`config.mk`:
```
export PLATFORM = sky130hd
export DESIGN_NAME = bsg_acm_addr_gen
export DESIGN_NICKNAME = d
export VERILOG_FILES = /design/src/rtl/bsg_acm_addr_gen.sv
export SDC_FILE = /design/constraint.sdc
export NUM_CORES = 1
export LEC_CHECK = 0
export BUFFER_PORTS_ARGS = -buffer_cell sky130_fd_sc_hd__buf_2
export CORE_ASPECT_RATIO = 0.5
export CORE_MARGIN = 2
export CORE_UTILIZATION = 42
export CTS_CLUSTER_DIAMETER = 40
export DETAILED_ROUTE_END_ITERATION = 8
export PLACE_DENSITY_LB_ADDON = 0.05
export SKIP_LAST_GASP = 1
export SLEW_MARGIN = 30
export SYNTH_ARGS = -nofsm -noshare
export SYNTH_HDL_FRONTEND = slang
export SYNTH_SLANG_ARGS = --single-unit
```
`constraint.sdc`:
```
create_clock -name clk_i -period 2.5 [get_ports clk_i]
set_input_delay 0.125 -clock clk_i [delete_from_list [all_inputs] [get_ports clk_i]]
set_output_delay 0.125 -clock clk_i [all_outputs]
set_load 0.02 [all_outputs]
```
`src/rtl/bsg_acm_addr_gen.sv`:
```
// bsg_acm_addr_gen
//
// Address sequencer for the ACM decryptor cell array. Each iteration sweeps
// the dim_p x dim_p destination image in raster order (x fastest). For every
// destination pixel (x, y) it presents the forward Arnold cat map source
// coordinate ((x + y) mod N, (x + 2y) mod N). Between iterations it emits a
// one-cycle swap pulse. After the final iteration it emits a one-cycle done
// pulse.
//
// Handshake: a pair is offered while v_o is high. It transfers on a rising
// clock edge where v_o & ready_i. While v_o & ~ready_i, every output and all
// internal state hold. v_o never depends combinationally on ready_i.
//
// Ports:
//   clk_i, reset_n_i          clock, synchronous active-low reset
//   start_i, iters_i          begin a run (IDLE only), iteration count
//   busy_o                    high in every state but IDLE
//   v_o, ready_i              address pair valid / consumer accept
//   dst_x_o, dst_y_o          destination (raster) coordinate
//   src_x_o, src_y_o          source coordinate from the cat map
//   last_pixel_o              current pair is (N-1, N-1)
//   swap_o, done_o            iteration boundary / end of run pulses
//   state_o                   FSM state, exposed for debug and checkers
module bsg_acm_addr_gen #(
  parameter int dim_p        = 32,
  parameter int iter_width_p = 8,
  localparam int coord_w_lp  = $clog2(dim_p)
) (
  input  logic                    clk_i,
  input  logic                    reset_n_i,
  input  logic                    start_i,
  input  logic [iter_width_p-1:0] iters_i,
  output logic                    busy_o,
  output logic                    v_o,
  input  logic                    ready_i,
  output logic [coord_w_lp-1:0]   dst_x_o,
  output logic [coord_w_lp-1:0]   dst_y_o,
  output logic [coord_w_lp-1:0]   src_x_o,
  output logic [coord_w_lp-1:0]   src_y_o,
  output logic                    last_pixel_o,
  output logic                    swap_o,
  output logic                    done_o,
  output logic [1:0]              state_o
);

  typedef enum logic [1:0] {
    IDLE = 2'd0,
    RUN  = 2'd1,
    SWAP = 2'd2,
    DONE = 2'd3
  } state_e;

  // x + 2y reaches 3N-3, so two guard bits above the coordinate width.
  localparam int sw_lp = coord_w_lp + 2;
  localparam logic [sw_lp-1:0]      n_lp   = sw_lp'(dim_p);
  localparam logic [coord_w_lp-1:0] max_lp = coord_w_lp'(dim_p - 1);

  state_e                  state_r, state_n;
  logic [coord_w_lp-1:0]   x_r, x_n, y_r, y_n;
  logic [iter_width_p-1:0] iter_r, iter_n, iters_r, iters_n;

  logic [sw_lp-1:0] x_ext, y_ext, sum_x, sum_y;
  logic             at_last;

  // Source coordinate: the inputs to each sum are already < N, so x+y needs
  // one conditional subtraction and x+2y needs two. Exact for any N.
  always_comb begin
    x_ext = sw_lp'(x_r);
    y_ext = sw_lp'(y_r);
    sum_x = x_ext + y_ext;
    if (sum_x >= n_lp) sum_x = sum_x - n_lp;
    sum_y = x_ext + (y_ext << 1);
    if (sum_y >= n_lp) sum_y = sum_y - n_lp;
    if (sum_y >= n_lp) sum_y = sum_y - n_lp;
  end

  assign at_last = (x_r == max_lp) && (y_r == max_lp);

  always_ff @(posedge clk_i) begin
    if (!reset_n_i) begin
      state_r <= IDLE;
      x_r     <= '0;
      y_r     <= '0;
      iter_r  <= '0;
      iters_r <= '0;
    end else begin
      state_r <= state_n;
      x_r     <= x_n;
      y_r     <= y_n;
      iter_r  <= iter_n;
      iters_r <= iters_n;
    end
  end

  always_comb begin
    state_n = state_r;
    x_n     = x_r;
    y_n     = y_r;
    iter_n  = iter_r;
    iters_n = iters_r;
    unique case (state_r)
      IDLE: begin
        if (start_i) begin
          iters_n = iters_i;
          x_n     = '0;
          y_n     = '0;
          iter_n  = '0;
          state_n = (iters_i == '0) ? DONE : RUN;
        end
      end
      RUN: begin
        // v_o is high throughout RUN, so ready_i alone marks a transfer.
        if (ready_i) begin
          if (at_last) begin
            // x/y are cleared here so DONE and SWAP present zero coordinates.
            x_n = '0;
            y_n = '0;
            if (iter_r == iters_r - iter_width_p'(1)) begin
              state_n = DONE;
            end else begin
              iter_n  = iter_r + iter_width_p'(1);
              state_n = SWAP;
            end
          end else if (x_r == max_lp) begin
            x_n = '0;
            y_n = y_r + coord_w_lp'(1);
          end else begin
            x_n = x_r + coord_w_lp'(1);
          end
        end
      end
      SWAP:    state_n = RUN;
      DONE:    state_n = IDLE;
      default: state_n = IDLE;
    endcase
  end

  assign busy_o       = (state_r != IDLE);
  assign v_o          = (state_r == RUN);
  assign swap_o       = (state_r == SWAP);
  assign done_o       = (state_r == DONE);
  assign last_pixel_o = (state_r == RUN) && at_last;
  assign dst_x_o      = x_r;
  assign dst_y_o      = y_r;
  assign src_x_o      = sum_x[coord_w_lp-1:0];
  assign src_y_o      = sum_y[coord_w_lp-1:0];
  assign state_o      = state_r;

endmodule

```
==> results.txt <==
hold_buf cts: 0
status: completed
worst slew pin tran: 0.410 ns
Die Y: 51.2 um
reg2reg start: dst_x_o[1]$_SDFFE_PN0P_
DRC: 0
#FFs+latches synth: 28
Reg2Reg Depth: 9
Synth cell types: 45
Worst-path clk slew: 0.09 ns
I/O pin cnt: 39
minimum clock period: 2.35 ns
Clock Tree Root: clkbuf_8
worst setup margin: 0.151 ns
VDD IR max: 232 uV
number of flops mapped to enable cells by yosys: 0
final core occ: 0.501
type of the worst setup path: flop to flop
die footprint: 0.00504 mm2
1st-pass router iterations: 4
Post-Syn Area: 0.00187 mm2
# resized after CTS: 0
sequential fraction of the synthesis area: 0.300
DP Worst Slack: 0.186 ns
post-DP HPWL: 3290 um
global-route wire length before repair: 7450 um
Iteration-0 DRC Markers: 50
final WL: 4300 um
Area Growth Syn to Fin: 16.3%
clk buf depth: 2
Synth Instances: 225
Overall Power: 0.928 mW
ys async rst share: 0
Via Count: 1655
GR Util All Layers: 0.187
Port Buffers: 38
Die X-Extent: 98.4 um
Worst Path Buf+Inv: 0
crit-path leading delay family: simple AND/OR/NAND/NOR gates
Via density: 5.14
Mapped Nets: 252
CP Data Required Time: 2.68 ns
Crit path arrival time: 2.53 ns
Startpoint Class: flop
H-tree Lvls: 1
Nets: 294
Worst path depth: 9
CP max-delay cell: dfxtp_1
Ant. Diodes: 0
RSZ-0062 raised after global routing: no
CTS sink cnt: 28
Rel. slew slack: 0.727
wire per inst: 13.4 um
Yosys top cell area share: 0.300
Worst Setup EP: iter_r[7]$_SDFFE_PN0P_
syn avg cell area: 8.31 um2
FF-to-FF End: iter_r[7]$_SDFFE_PN0P_
P per Cell Area: 427 mW/mm2
Critical Path Fanout Max: 7
Placer Congestion: 0.754
Hold Vio Cnt, Final: 0
ANT nets after route: 0
total negative slack: 0 ns
CP most frequent cell: ha_1
fin crit share: 0.940
register-to-register path setup slack: 0.15 ns
HP Class: input pin to flop
Final Skew: 0.00452 ns
CTS tree: done
initial core utilization: 0.431
synth top area cells: dfxtp_1 30%, ha_1 8.7%, nand2_1 6.4%
Slew Limit Fails: 0
row cnt: 17
yosys warns: 0
antenna violations before repair: 0
core area: 0.00434 mm2
gr ovfl total: 0
Pleak: 1.07 nW
vias in the first global route: 1593
final setup violation count: 0
setup bufs post-CTS: 0
MaxCap Viol Count: 0
largest area contributor in the netlist: dfxtp_1
Setup crit start: dst_x_o[1]$_SDFFE_PN0P_
critical-path cell list: ha_1 -> and3_1 -> ha_1 -> nand3_1 -> a21oi_2 -> nand2b_1 -> nor4_1 -> a21oi_1 -> a31o_2
f_max: 426 MHz
Clk Latency, worst-skew pair: 0.28 ns
layout cells sized above 1: 0.234
CP max stage delay: 0.48 ns
Crit. End Element: flop
CTS Buf Count: 3
largest net degree at the start of global routing: 27
Post-synth top flop: dfxtp_1
-- per-stage QoR --
step | instance area [um2] | hold slack [ns] | instances
floorplan | 1870 | 0.270 | 225
global placement | 2130 | 0.390 | 319
detailed placement | 2130 | 0.396 | 319
CTS | 2170 | 0.0901 | 322
global route | 2170 | 0.104 | 322
finish | 2170 | 0.0977 | 322
-- logic make-up after synthesis --
kind of cell | after synthesis | share of synthesized area
compound gates | 39 | 0.145
xor+xnor | 22 | 0.103
fa+ha+maj | 15 | 0.108
buf+inv | 22 | 0.0595
flops | 28 | 0.300
mux | 5 | 0.0268
simple gates | 94 | 0.258
-- layer usage --
metal / track usage / up-vias / wire, um
li1: - / 858 / -
met1: 0.243 / 766 / 2200
met2: 0.312 / 27 / 1890
met3: 0.0383 / 4 / 167
met4: 0.0662 / 0 / 51
met5: 0 / - / 0
-- synth_stat cells (3+ instances only) --
library cell	count
xor2_1	10
a21oi_1	10
nand2_1	32
and3_1	5
nand3_1	14
a21o_1	4
or2_2	4
nor4_1	3
nor2_1	14
xnor2_1	12
inv_1	12
buf_6	3
clkbuf_1	4
a31oi_1	3
dfxtp_1	28
nor2b_1	3
ha_1	13
a31o_2	3
a21boi_0	10
nor3_1	3
mux2i_1	5
-- placed cells by master, fill, tap and decap left out, types with 3 or more instances in the layout --
cell type,n
a31oi_1,3
a21oi_1,10
xnor2_1,12
or2_2,4
nor2b_1,3
nand3_1,14
xor2_1,10
mux2i_1,5
nor4_1,3
nand2_1,32
buf_2,38
a31o_2,3
nor2_1,14
inv_1,12
clkbuf_8,3
dfxtp_1,28
ha_1,13
nor3_1,3
a21boi_0,10
and3_1,5
buf_4,9
a21o_1,4
-- area by class of cell --
cell class | instances | area [um2]
clock buffer | 3 | 41.3
inverter | 12 | 45.0
sequential | 28 | 561
timing repair buffer | 47 | 258
fill | 455 | 2160
tap | 57 | 71.3
multi-input combinational | 175 | 1200
-- worst register-to-register path, stage by stage (launching register included) --
cell and delay, ns:
dfxtp_1 0.48, ha_1 0.23, and3_1 0.17, ha_1 0.21
nand3_1 0.13, a21oi_2 0.19, nand2b_1 0.10, nor4_1 0.41
a21oi_1 0.12, a31o_2 0.22
-- state kept, by name, indices dropped and copies added (netlist names) --
signal   flops
iter_r       8
state_o      2
dst_x_o      5
dst_y_o      5
iters_r      8
-- where the power goes --
group | switching, mW | total (mW) | internal (mW)
sequential | 0.0186 | 0.479 | 0.461
combinational | 0.118 | 0.201 | 0.0831
clock | 0.140 | 0.248 | 0.109
-- how the worst min path moves through the flow --
stage / start / end / slack, ns / cells after the start
after detailed placement: iters_i[3] / iters_r[3]$_SDFFE_PN0P_ / 0.40 / 3
after floorplan: iters_i[0] / iters_r[0]$_SDFFE_PN0P_ / 0.27 / 2
after global routing: iters_i[3] / iters_r[3]$_SDFFE_PN0P_ / 0.10 / 3
after global placement: iters_i[7] / iters_r[7]$_SDFFE_PN0P_ / 0.39 / 3
after CTS: iters_i[3] / iters_r[3]$_SDFFE_PN0P_ / 0.09 / 3
final: iters_i[3] / iters_r[3]$_SDFFE_PN0P_ / 0.1 / 3
(Power assumes the default switching activity.)
